--- src/rtl/lgdst_adspi_arb_if.sv ---
// Request/response handshakes for both requesters plus the ADRF 3-wire SPI pins.
interface lgdst_adspi_arb_if;
   logic       req0_valid;
   logic       req0_ready;
   logic       req0_rw;
   logic [6:0] req0_addr;
   logic [7:0] req0_wdata;
   logic       resp0_valid;
   logic [7:0] resp0_rdata;
   logic       req1_valid;
   logic       req1_ready;
   logic       req1_rw;
   logic [6:0] req1_addr;
   logic [7:0] req1_wdata;
   logic       resp1_valid;
   logic [7:0] resp1_rdata;
   logic       ad_spi_cs;
   logic       ad_spi_sclk;
   logic       ad_spi_sdio_o;
   logic       ad_spi_sdio_oe;
   logic       ad_spi_sdio_i;
   logic       busy;

   modport slave (
      input  req0_valid, req0_rw, req0_addr, req0_wdata,
      input  req1_valid, req1_rw, req1_addr, req1_wdata,
      input  ad_spi_sdio_i,
      output req0_ready, resp0_valid, resp0_rdata,
      output req1_ready, resp1_valid, resp1_rdata,
      output ad_spi_cs, ad_spi_sclk, ad_spi_sdio_o, ad_spi_sdio_oe, busy
   );

   modport master (
      output req0_valid, req0_rw, req0_addr, req0_wdata,
      output req1_valid, req1_rw, req1_addr, req1_wdata,
      output ad_spi_sdio_i,
      input  req0_ready, resp0_valid, resp0_rdata,
      input  req1_ready, resp1_valid, resp1_rdata,
      input  ad_spi_cs, ad_spi_sclk, ad_spi_sdio_o, ad_spi_sdio_oe, busy
   );
endinterface

--- src/rtl/lgdst_adspi_arb.sv ---
// Round-robin arbiter for two requesters sharing the ADRF 3-wire SPI bus;
// serialises one 16-bit R/W+addr+data frame at a time and returns read data to its issuer.
module lgdst_adspi_arb #(
   parameter int CLK_DIV  = 4,
   parameter int CS_SETUP = 2,
   parameter int CS_HOLD  = 2,
   parameter int IDLE_GAP = 4
) (
   input logic              clk,
   input logic              reset,
   lgdst_adspi_arb_if.slave bus
);
   localparam int DW   = (CLK_DIV > 1) ? $clog2(CLK_DIV) : 1;
   localparam int WMAX = (CS_SETUP > CS_HOLD) ? ((CS_SETUP > IDLE_GAP) ? CS_SETUP : IDLE_GAP)
                                              : ((CS_HOLD > IDLE_GAP) ? CS_HOLD : IDLE_GAP);
   localparam int WW   = (WMAX > 1) ? $clog2(WMAX) : 1;

   typedef enum logic [2:0] {S_IDLE, S_SETUP, S_SHIFT, S_HOLD, S_GAP} state_t;

   state_t        state_q, state_d;
   logic [DW-1:0] div_q, div_d;
   logic          phase_q, phase_d;
   logic [3:0]    bit_q, bit_d;
   logic [WW-1:0] wait_q, wait_d;
   logic [15:0]   frame_q, frame_d;
   logic [7:0]    rx_q, rx_d;
   logic          who_q, who_d;
   logic          last_q, last_d;

   logic          gnt_any, gnt_sel, rw_sel, resp_pulse, rd_phase;
   logic [6:0]    addr_sel;
   logic [7:0]    wd_sel;

   // On contention the requester that did not win last time gets the bus.
   assign gnt_any  = bus.req0_valid | bus.req1_valid;
   assign gnt_sel  = (bus.req0_valid & bus.req1_valid) ? ~last_q : bus.req1_valid;
   assign rw_sel   = gnt_sel ? bus.req1_rw    : bus.req0_rw;
   assign addr_sel = gnt_sel ? bus.req1_addr  : bus.req0_addr;
   assign wd_sel   = gnt_sel ? bus.req1_wdata : bus.req0_wdata;
   assign rd_phase = frame_q[15] & (bit_q <= 4'd7);

   always_comb begin
      state_d        = state_q;
      div_d          = div_q;
      phase_d        = phase_q;
      bit_d          = bit_q;
      wait_d         = wait_q;
      frame_d        = frame_q;
      rx_d           = rx_q;
      who_d          = who_q;
      last_d         = last_q;
      bus.req0_ready = 1'b0;
      bus.req1_ready = 1'b0;
      case (state_q)
         S_IDLE: begin
            if (gnt_any && reset) begin
               bus.req0_ready = ~gnt_sel;
               bus.req1_ready = gnt_sel;
               who_d          = gnt_sel;
               last_d         = gnt_sel;
               frame_d        = {rw_sel, addr_sel, rw_sel ? 8'h00 : wd_sel};
               rx_d           = '0;
               bit_d          = 4'd15;
               wait_d         = '0;
               state_d        = S_SETUP;
            end
         end
         S_SETUP: begin
            if (wait_q == WW'(CS_SETUP - 1)) begin
               div_d   = DW'(CLK_DIV - 1);
               phase_d = 1'b0;
               state_d = S_SHIFT;
            end else begin
               wait_d = wait_q + WW'(1);
            end
         end
         S_SHIFT: begin
            if (div_q == '0) begin
               div_d = DW'(CLK_DIV - 1);
               if (!phase_q) begin
                  // This edge raises SCLK: the slave's read bit is taken here.
                  phase_d = 1'b1;
                  if (rd_phase) rx_d = {rx_q[6:0], bus.ad_spi_sdio_i};
               end else begin
                  phase_d = 1'b0;
                  if (bit_q == 4'd0) begin
                     wait_d  = '0;
                     state_d = S_HOLD;
                  end else begin
                     bit_d = bit_q - 4'd1;
                  end
               end
            end else begin
               div_d = div_q - DW'(1);
            end
         end
         S_HOLD: begin
            if (wait_q == WW'(CS_HOLD - 1)) begin
               wait_d  = '0;
               state_d = S_GAP;
            end else begin
               wait_d = wait_q + WW'(1);
            end
         end
         S_GAP: begin
            if (wait_q == WW'(IDLE_GAP - 1)) state_d = S_IDLE;
            else                              wait_d  = wait_q + WW'(1);
         end
         default: state_d = S_IDLE;
      endcase
   end

   always_ff @(posedge clk or negedge reset) begin
      if (!reset) begin
         state_q <= S_IDLE;
         div_q   <= '0;
         phase_q <= 1'b0;
         bit_q   <= 4'd15;
         wait_q  <= '0;
         frame_q <= '0;
         rx_q    <= '0;
         who_q   <= 1'b0;
         last_q  <= 1'b1;
      end else begin
         state_q <= state_d;
         div_q   <= div_d;
         phase_q <= phase_d;
         bit_q   <= bit_d;
         wait_q  <= wait_d;
         frame_q <= frame_d;
         rx_q    <= rx_d;
         who_q   <= who_d;
         last_q  <= last_d;
      end
   end

   assign resp_pulse         = (state_q == S_GAP) && (wait_q == '0);
   assign bus.resp0_valid    = resp_pulse & ~who_q;
   assign bus.resp1_valid    = resp_pulse & who_q;
   assign bus.resp0_rdata    = (bus.resp0_valid && frame_q[15]) ? rx_q : 8'h00;
   assign bus.resp1_rdata    = (bus.resp1_valid && frame_q[15]) ? rx_q : 8'h00;
   assign bus.busy           = (state_q != S_IDLE);
   assign bus.ad_spi_cs      = !((state_q == S_SETUP) || (state_q == S_SHIFT) || (state_q == S_HOLD));
   assign bus.ad_spi_sclk    = (state_q == S_SHIFT) & phase_q;
   assign bus.ad_spi_sdio_oe = (state_q == S_SETUP) || ((state_q == S_SHIFT) && !rd_phase);
   assign bus.ad_spi_sdio_o  = ((state_q == S_SETUP) || (state_q == S_SHIFT)) ? frame_q[bit_q] : 1'b0;
endmodule

--- src/flat_wrapper.sv ---
// flat-port wrapper written by rule: the top's interface ports become plain ports
module lgdst_adspi_arb_flat 
#(
   parameter int CLK_DIV  = 4,
   parameter int CS_SETUP = 2,
   parameter int CS_HOLD  = 2,
   parameter int IDLE_GAP = 4
)
  (clk, reset, bus_req0_valid, bus_req0_rw, bus_req0_addr, bus_req0_wdata, bus_req1_valid, bus_req1_rw, bus_req1_addr, bus_req1_wdata, bus_ad_spi_sdio_i, bus_req0_ready, bus_resp0_valid, bus_resp0_rdata, bus_req1_ready, bus_resp1_valid, bus_resp1_rdata, bus_ad_spi_cs, bus_ad_spi_sclk, bus_ad_spi_sdio_o, bus_ad_spi_sdio_oe, bus_busy);
  lgdst_adspi_arb_if bus_i ();
  input logic clk;
  input logic reset;
  input wire logic [$bits(bus_i.req0_valid)-1:0] bus_req0_valid;
  input wire logic [$bits(bus_i.req0_rw)-1:0] bus_req0_rw;
  input wire logic [$bits(bus_i.req0_addr)-1:0] bus_req0_addr;
  input wire logic [$bits(bus_i.req0_wdata)-1:0] bus_req0_wdata;
  input wire logic [$bits(bus_i.req1_valid)-1:0] bus_req1_valid;
  input wire logic [$bits(bus_i.req1_rw)-1:0] bus_req1_rw;
  input wire logic [$bits(bus_i.req1_addr)-1:0] bus_req1_addr;
  input wire logic [$bits(bus_i.req1_wdata)-1:0] bus_req1_wdata;
  input wire logic [$bits(bus_i.ad_spi_sdio_i)-1:0] bus_ad_spi_sdio_i;
  output wire logic [$bits(bus_i.req0_ready)-1:0] bus_req0_ready;
  output wire logic [$bits(bus_i.resp0_valid)-1:0] bus_resp0_valid;
  output wire logic [$bits(bus_i.resp0_rdata)-1:0] bus_resp0_rdata;
  output wire logic [$bits(bus_i.req1_ready)-1:0] bus_req1_ready;
  output wire logic [$bits(bus_i.resp1_valid)-1:0] bus_resp1_valid;
  output wire logic [$bits(bus_i.resp1_rdata)-1:0] bus_resp1_rdata;
  output wire logic [$bits(bus_i.ad_spi_cs)-1:0] bus_ad_spi_cs;
  output wire logic [$bits(bus_i.ad_spi_sclk)-1:0] bus_ad_spi_sclk;
  output wire logic [$bits(bus_i.ad_spi_sdio_o)-1:0] bus_ad_spi_sdio_o;
  output wire logic [$bits(bus_i.ad_spi_sdio_oe)-1:0] bus_ad_spi_sdio_oe;
  output wire logic [$bits(bus_i.busy)-1:0] bus_busy;
  assign bus_i.req0_valid = bus_req0_valid;
  assign bus_i.req0_rw = bus_req0_rw;
  assign bus_i.req0_addr = bus_req0_addr;
  assign bus_i.req0_wdata = bus_req0_wdata;
  assign bus_i.req1_valid = bus_req1_valid;
  assign bus_i.req1_rw = bus_req1_rw;
  assign bus_i.req1_addr = bus_req1_addr;
  assign bus_i.req1_wdata = bus_req1_wdata;
  assign bus_i.ad_spi_sdio_i = bus_ad_spi_sdio_i;
  assign bus_req0_ready = bus_i.req0_ready;
  assign bus_resp0_valid = bus_i.resp0_valid;
  assign bus_resp0_rdata = bus_i.resp0_rdata;
  assign bus_req1_ready = bus_i.req1_ready;
  assign bus_resp1_valid = bus_i.resp1_valid;
  assign bus_resp1_rdata = bus_i.resp1_rdata;
  assign bus_ad_spi_cs = bus_i.ad_spi_cs;
  assign bus_ad_spi_sclk = bus_i.ad_spi_sclk;
  assign bus_ad_spi_sdio_o = bus_i.ad_spi_sdio_o;
  assign bus_ad_spi_sdio_oe = bus_i.ad_spi_sdio_oe;
  assign bus_busy = bus_i.busy;
  lgdst_adspi_arb #(.CLK_DIV(CLK_DIV), .CS_SETUP(CS_SETUP), .CS_HOLD(CS_HOLD), .IDLE_GAP(IDLE_GAP)) u_core (.clk(clk), .reset(reset), .bus(bus_i));
endmodule
--- config.mk ---
export PLATFORM = sky130hd
export DESIGN_NAME = lgdst_adspi_arb_flat
export DESIGN_NICKNAME = d
export VERILOG_FILES = /design/src/rtl/lgdst_adspi_arb_if.sv /design/src/rtl/lgdst_adspi_arb.sv /design/src/flat_wrapper.sv
export SDC_FILE = /design/constraint.sdc
export NUM_CORES = 1
export LEC_CHECK = 0
export CAP_MARGIN = 15
export CORE_MARGIN = 5
export CORE_UTILIZATION = 45
export CTS_BUF_LIST = sky130_fd_sc_hd__clkbuf_8
export CTS_CLUSTER_DIAMETER = 40
export CTS_CLUSTER_SIZE = 12
export DETAILED_ROUTE_END_ITERATION = 10
export PLACE_DENSITY_LB_ADDON = 0.1
export SLEW_MARGIN = 10
export SYNTH_ARGS = -nofsm -noshare
export SYNTH_HDL_FRONTEND = slang
export SYNTH_SLANG_ARGS = --single-unit
--- constraint.sdc ---
create_clock -name clk -period 1.6 [get_ports clk]
set_input_delay 0.24 -clock clk [delete_from_list [all_inputs] [get_ports clk]]
set_output_delay 0.24 -clock clk [all_outputs]
set_load 0.02 [all_outputs]
==> flow_metrics.env, run 1 <==
export IMPL_cp_slowest_stage_delay_ns=0.57
export IMPL_core_sq_um=4820
export IMPL_antenna_found_initial=0
export IMPL_dpl_hpwl_um=4370
export IMPL_failed_checks="negative setup slack"
export IMPL_ys_async_sr_fraction_pct=100
export IMPL_cts_tree="built"
export IMPL_finalCriticalPeriod_ns=2.04
export IMPL_clock_latency_ns=0.29
export IMPL_via_per_inst=5.24
export IMPL_cts_max_level=2
export IMPL_final_layout_size_suffix_gt1_share_pct=50.4
export IMPL_placed_area_sq_um=3260
export IMPL_gr_usage_all_layers_pct=19.5
export IMPL_critPathLaunchType="register"
export IMPL_synth_seq_cells=38
export IMPL_synth_edf_count=0
export IMPL_reg2reg_depth=7
export IMPL_detail_route_first_pass_iterations=4
export IMPL_ys_warn_count=0
export IMPL_grt_pass1_vias=2114
export IMPL_rr_endpoint="u_core.wait_q[0]"
export IMPL_utilization_pct=79.8
export IMPL_ant_nets=0
export IMPL_gp_congestion=0.802
export IMPL_hp_class="primary input to asynchronous set/reset pin"
export IMPL_power_mw=5.81
export IMPL_skew_ns=0.00772
export IMPL_cts_sinks=38
export IMPL_cts_path_max_buffers=2
export IMPL_tightest_slew_ns=0.484
export IMPL_reg2reg_from="u_core.bit_q[0]"
export IMPL_final_cells=408
export IMPL_setup_viol=34
export IMPL_die_h_um=81.0
export IMPL_synth_nets=270
export IMPL_leakagePower_nw=1.75
export IMPL_rows=25
export IMPL_synth_cell_type_count=49
export IMPL_grt_setup_unrepaired="true"
export IMPL_io_pins=62
export IMPL_nets=383
export IMPL_vdd_ir_drop_max_mv=0.883
export IMPL_stdcell_area_sq_um=3850
export IMPL_cp_max_fo=3
export IMPL_clockPowerShare_pct=12.1
export IMPL_cp_end_kind="output port"
export IMPL_syn_avg_cell_area_sq_um=10.0
export IMPL_dr_first_iter_drc_count=79
export IMPL_power_switching_mw=2.25
export IMPL_pwr_share_comb_pct=60.3
export IMPL_drt_wirelength_per_cell_um=15.5
export IMPL_cts_hold_buffers=0
export IMPL_worstPathRequired_ns=1.36
export IMPL_vias=2138
export IMPL_synth_ff_type="dfrtp_1"
export IMPL_crit_arrival_ns=1.80
export IMPL_grt_pass1_wl_um=9820
export IMPL_slew_headroom_pct=67.7
export IMPL_post_route_period_util_pct=127
export IMPL_status="finished, violations left"
export IMPL_seq_power_share_pct=27.6
export IMPL_syn_inst=227
export IMPL_internal_power_mw=3.57
export IMPL_path_cells="mux4_2 -> nand2_2 -> a311o_1 -> a21oi_4 -> buf_6"
export IMPL_drc=0
export IMPL_io_buffers=61
export IMPL_grt_overflow_total=0
export IMPL_cts_buffers=5
export IMPL_swShare_pct=38.6
export IMPL_initial_core_util_pct=47.1
export IMPL_cts_root_buf="clkbuf_8"
export IMPL_reg2reg_slack_ns=-0.25
export IMPL_netlist_area_sq_um=2270
export IMPL_n_antenna_cell=0
export IMPL_cp_slowest_cell="dfstp_2"
export IMPL_path_class="register to output port"
export IMPL_clkSlewWorstSetupHoldPaths_ns=0.08
export IMPL_area_growth_pct=69.4
export IMPL_dieArea_sq_um=6570
export IMPL_final_max_slew_viol_count=0
export IMPL_fmax_mhz=491
export IMPL_hold_viol=0
export IMPL_pre_cts_slack_ns=-0.608
export IMPL_grt_max_degree=39
export IMPL_fin_ws_ns=-0.438
export IMPL_power_density_nw_per_um2=1510
export IMPL_dp_cells=384
export IMPL_die_w_um=81.0
export IMPL_synth_seq_area_share_pct=42.1
export IMPL_max_cap_violations=0
export IMPL_wl_um=6340
-- how the worst max path moves through the flow --
stage / to / startpoint / depth (start not counted) / slack, ns
finish: bus_ad_spi_sdio_o / u_core.bit_q[2] / 5 / -0.44
global route: bus_ad_spi_sdio_o / u_core.bit_q[2] / 5 / -0.52
CTS: bus_ad_spi_sdio_o / u_core.bit_q[2] / 5 / -0.46
detailed placement: bus_ad_spi_sdio_o / u_core.bit_q[0] / 4 / -0.61
global placement: bus_ad_spi_sdio_o / u_core.bit_q[0] / 4 / -0.59
floorplan: bus_req0_ready / u_core.state_q[0] / 6 / -0.17
-- cell families (layout without fill, tap and decap cells) --
| family | count (synthesis) | in the layout | synth area share [%] |
|---|---|---|---|
| buffers and inverters | 23 | 136 | 5.62 |
| muxes | 23 | 23 | 12.6 |
| and+or+nand+nor | 80 | 81 | 19.4 |
| DFF | 38 | 38 | 42.1 |
| xor gates and xnor gates | 3 | 3 | 1.16 |
| AOI/OAI and AO/OA | 54 | 54 | 15.8 |
| adders and majority gates | 6 | 6 | 3.31 |
-- cell usage after synthesis (2+ instances only) --
cell,n,share of area [%]
a21boi_0,2,0.66
a21o_1,3,0.99
a21oi_1,5,1.1
a22o_1,8,3.1
a31oi_1,2,0.55
and2_1,12,3.3
and3_1,10,2.8
buf_2,6,1.3
buf_6,4,2.0
clkbuf_1,3,0.50
dfrtp_1,33,36
dfstp_2,5,5.8
ha_1,6,3.3
inv_1,9,1.5
mux2i_1,18,7.9
mux4_2,4,4.0
nand2_1,25,4.1
nand2b_1,6,1.7
nand3_1,3,0.66
nor2_1,11,1.8
o21ai_0,5,1.1
o21ai_1,17,3.7
o21ai_2,3,1.2
xnor2_1,2,0.77
-- sequential cells by signal, summed over array words and instances (netlist names) --
| signal | cells |
|---|---|
| u_core.wait_q | 2 |
| u_core.frame_q | 16 |
| u_core.last_q | 1 |
| u_core.rx_q | 8 |
| u_core.bit_q | 4 |
| u_core.who_q | 1 |
| u_core.state_q | 3 |
| u_core.phase_q | 1 |
| u_core.div_q | 2 |
-- power by group through the flow --
stage / Clock (mW) / Combinational (mW) / Sequential, mW
floorplan: 0 / 1.72 / 1.50
global placement: 0 / 2.65 / 1.56
detailed placement: 0 / 2.70 / 1.57
CTS: 0.716 / 3.04 / 1.59
global route: 0.757 / 3.79 / 1.64
finish: 0.701 / 3.51 / 1.61
-- critical path: cells and delay by family (launching register included) --
kind | cells | cell delay, ns
AOI/OAI and AO/OA | 2 | 0.25
and+or+nand+nor | 1 | 0.07
buffers and inverters | 1 | 0.13
DFF | 1 | 0.57
muxes | 1 | 0.51
-- per-stage QoR --
step                      hold WS, ns  TNS [ns]
after floorplan               -0.0556    -0.896
after global placement          0.354    -15.88
after detailed placement        0.354    -16.85
after CTS                      0.0346     -6.48
after global routing           0.0640     -9.48
final                          0.0201     -6.52
-- timing repair --
item | CTS | global route
buffers inserted | 9 | 9
resized for setup | 178 | 65
pin swaps | 14 | 27
cloned | 1 | 0
setup endpoints to repair | 56 | 59
-- final cells by class --
class	count	area (sq um)
Clock inverter	2	12.5
Inverter	9	38.8
Clock buffer	6	82.6
Tap cell	67	83.8
Fill cell	324	971
Timing Repair Buffer	119	1140
Sequential cell	38	960
Multi-Input combinational cell	167	1520
-- layout by cell type, fill, tap and decap left out, types with 4 or more instances in the layout --
cell type	instances
buf_6	41
buf_4	41
clkdlybuf4s50_1	35
dfrtp_1	31
nand2_1	20
mux2i_1	16
o21ai_2	12
and2_4	10
o21ai_1	10
and3_4	8
a22o_1	8
nor2_4	6
nor2_1	6
clkbuf_8	6
inv_1	5
nand2b_1	5
dfstp_2	5
mux4_2	4
nand2_2	4
-- metal layers --
layer | wire, um | global-route usage [%] | part of all wire [%]
met1 | 2520 | 23.2 | 40
met2 | 3420 | 34.7 | 54
met3 | 286 | 4.55 | 4.5
met4 | 108 | 5.91 | 1.7
met5 | 0 | 0 | 0
No activity file was read; power rests on OpenSTA's default activity.
==> run 2: changes to the inputs <==
--- a/config.mk
+++ b/config.mk
@@ -5,9 +5,10 @@
 export SDC_FILE = /design/constraint.sdc
 export NUM_CORES = 1
 export LEC_CHECK = 0
+export ABC_AREA = 1
 export CAP_MARGIN = 15
-export CORE_MARGIN = 5
-export CORE_UTILIZATION = 45
+export CORE_MARGIN = 1
+export CORE_UTILIZATION = 46
 export CTS_BUF_LIST = sky130_fd_sc_hd__clkbuf_8
 export CTS_CLUSTER_DIAMETER = 40
 export CTS_CLUSTER_SIZE = 12
==> flow_metrics.env, run 2 <==
export IMPL_status="finished, violations left"
export IMPL_failed_checks="negative setup slack"
export IMPL_rr_endpoint="u_core.bit_q[0]"
export IMPL_netlist_area_sq_um=2380
export IMPL_power_switching_mw=4.18
export IMPL_io_pins=62
export IMPL_clockPowerShare_pct=12.1
export IMPL_gr_usage_all_layers_pct=28.8
export IMPL_synth_top_area_share_pct=34.6
export IMPL_grtUsageMet3_pct=3.66
export IMPL_power_mw=8.76
export IMPL_tightest_slew_ns=0.488
export IMPL_reg2reg_depth=9
export IMPL_vdd_ir_drop_max_mv=1.33
export IMPL_power_density_nw_per_um2=1990
export IMPL_fmax_mhz=480
export IMPL_cts_sinks=38
export IMPL_crit_path_frequent_cell="nor2_2"
export IMPL_cp_slowest_stage_delay_ns=0.60
export IMPL_path_class="register to output port"
export IMPL_io_buffers=61
export IMPL_layout_common_cells="124 x nand2_1, 48 x buf_6, 46 x buf_4, 35 x clkdlybuf4s50_1, 31 x dfrtp_1"
export IMPL_via_per_inst=5.81
export IMPL_swShare_pct=47.7
export IMPL_grt_pass1_vias=2630
export IMPL_cp_max_fo=8
export IMPL_leakagePower_nw=2.13
export IMPL_grt_max_degree=39
export IMPL_n_antenna_cell=0
export IMPL_grt_use_met1_pct=33.1
export IMPL_hold_viol=0
export IMPL_path_cells="clkinvlp_4 -> nand2_2 -> nand3_1 -> nand2_1 -> a21oi_1 -> nor2_2 -> nor2_2 -> buf_6"
export IMPL_busiest_layer="met2"
export IMPL_dr_first_iter_drc_count=299
export IMPL_area_growth_pct=84.6
export IMPL_syn_avg_cell_area_sq_um=6.85
export IMPL_gp_congestion=0.854
export IMPL_skew_ns=0.0136
export IMPL_synth_seq_cells=38
export IMPL_reg2reg_slack_ns=-0.41
export IMPL_cts_max_level=2
export IMPL_nFillCells=202
export IMPL_seq_area_sq_um=960
export IMPL_fin_ws_ns=-0.483
export IMPL_synth_seq_area_share_pct=40.1
export IMPL_clkSlewWorstSetupHoldPaths_ns=0.08
export IMPL_synth_edf_count=0
export IMPL_dp_cells=521
export IMPL_layout_commonest_cell="nand2_1"
export IMPL_crit_buf_inv=2
export IMPL_worstPathRequired_ns=1.36
export IMPL_synth_area_leaders="dfrtp_1 35%, nand2_1 24%, nand3_1 8.6%"
export IMPL_clock_latency_ns=0.31
export IMPL_reg2reg_from="u_core.bit_q[0]"
export IMPL_pwr_share_comb_pct=67.8
export IMPL_dieArea_sq_um=5480
export IMPL_slew_headroom_pct=67.1
export IMPL_grt_overflow_total=0
export IMPL_detail_route_first_pass_iterations=5
export IMPL_critical_path_top_delay_family="flip-flops"
export IMPL_synthTopCellsByCount="151 x nand2_1, 41 x nand3_1, 34 x nor2_1"
export IMPL_synth_nets=391
export IMPL_ys_async_sr_fraction_pct=100
export IMPL_final_max_slew_viol_count=0
export IMPL_synth_most_common_cell="nand2_1"
export IMPL_utilization_pct=90.8
export IMPL_syn_inst=348
export IMPL_critPathLaunchType="register"
export IMPL_setup_worst_path_end="bus_ad_spi_sdio_o"
export IMPL_final_layout_size_suffix_gt1_share_pct=45.5
export IMPL_antenna_found_initial=0
export IMPL_max_cap_violations=0
export IMPL_dpl_hpwl_um=4930
export IMPL_grt_setup_unrepaired="true"
export IMPL_grt_pass1_wl_um=11800
export IMPL_largest_register="u_core.frame_q"
export IMPL_ys_warn_count=0
export IMPL_ant_nets=0
export IMPL_synth_top_cell_by_area="dfrtp_1"
export IMPL_rows=25
export IMPL_cts_path_max_buffers=2
export IMPL_largest_reg_flops=16
export IMPL_cp_end_kind="output port"
export IMPL_synth_ff_type="dfrtp_1"
export IMPL_finalCriticalPeriod_ns=2.08
export IMPL_post_route_period_util_pct=130
export IMPL_crit_start="u_core.bit_q[0]"
export IMPL_die_h_um=74
export IMPL_drc=0
export IMPL_stdcell_area_sq_um=4400
export IMPL_largestRegisters="u_core.frame_q x16, u_core.rx_q x8, u_core.bit_q x4"
export IMPL_cts_hold_buffers=0
export IMPL_hp_class="primary input to asynchronous set/reset pin"
export IMPL_cp_slowest_cell="dfstp_2"
export IMPL_multi_input_area_sq_um=1770
export IMPL_core_sq_um=4850
export IMPL_crit_arrival_ns=1.84
export IMPL_final_cells=551
export IMPL_internal_power_mw=4.59
export IMPL_cts_root_buf="clkbuf_8"
export IMPL_setup_viol=44
export IMPL_cts_tree="built"
export IMPL_nets=526
export IMPL_drt_wirelength_per_cell_um=18.7
export IMPL_initial_core_util_pct=49.2
export IMPL_wl_um=10300
export IMPL_tns_ns=-11.05
export IMPL_vias=3204
export IMPL_synth_cell_type_count=28
export IMPL_die_w_um=74
export IMPL_cts_buffers=5
export IMPL_grt_use_met2_pct=54.7
export IMPL_placed_area_sq_um=3620
export IMPL_cp_depth=8
export IMPL_seq_power_share_pct=20.1
-- run 2: final cells by class --
cell class                 count  share of cell area, %
multi-input combinational    272                   40.1
clock inverter                 2                   1.36
timing repair inverter         1                  0.171
inverter                      32                   3.24
clock buffer                   6                   1.88
timing repair buffer         133                   29.6
tap                           67                   1.90
sequential                    38                   21.8
-- run 2: worst register-to-register path, stage by stage, from the launching register on --
cell and delay, ns:
dfstp_2 0.60, clkinvlp_4 0.25, buf_6 0.20, buf_6 0.12, ha_4 0.17, nand3_4 0.10
a21oi_1 0.09, nor2_2 0.22, nand2_1 0.11, nand2_1 0.09
-- run 2: worst min path at each step --
stage / slack, ns / endpoint / depth (start not counted) / start
floorplan: -0.06 / u_core.div_q[0] / 0 / reset
global placement: 0.45 / u_core.div_q[1] / 3 / reset
detailed placement: 0.46 / u_core.div_q[1] / 3 / reset
CTS: 0.14 / u_core.frame_q[8] / 3 / reset
global route: 0.17 / u_core.div_q[1] / 3 / reset
finish: 0.13 / u_core.div_q[1] / 3 / reset
-- run 2: power by group through the flow --
| stage | combinational (mW) | clock, mW | sequential, mW |
|---|---|---|---|
| 2_1_floorplan | 2.28 | 0 | 1.65 |
| 3_3_place_gp | 3.80 | 0 | 1.66 |
| 3_5_place_dp | 3.92 | 0 | 1.67 |
| 4_1_cts | 4.53 | 1.02 | 1.67 |
| 5_1_grt | 6.28 | 1.07 | 1.78 |
| 6_report | 5.94 | 1.06 | 1.76 |
-- run 2: cells by family (layout without fill, tap and decap cells) --
kind of cell             count (synthesis)  in the layout  synth area share, %
AND/OR/NAND/NOR                        254            254                 46.9
flip-flops                              38             38                 40.1
buffers and inverters                   38            174                 7.03
AO/OA/AOI/OAI                           12             12                 2.78
adder cells (fa/ha/maj)                  6              6                 3.15
-- run 2: layer usage --
metal / wire [um] / share of wire, %
met5: 0 / 0
met4: 582 / 5.6
met3: 821 / 8.0
met2: 5330 / 52
met1: 3570 / 35
-- run 2: metrics by stage --
stage          worst slack [ns]  hold WS [ns]
6_report                 -0.483         0.130
5_1_grt                  -0.508         0.168
4_1_cts                  -0.328         0.141
3_5_place_dp             -0.483         0.458
3_3_place_gp             -0.479         0.448
2_1_floorplan           -0.0355       -0.0556
-- run 2: timing repair --
action,CTS,global route
gates cloned,0,3
setup buffers,11,16
endpoints found under the setup margin,42,58
pin swaps,21,50
endpoints found under the hold margin,0,0
gates resized for setup,182,95
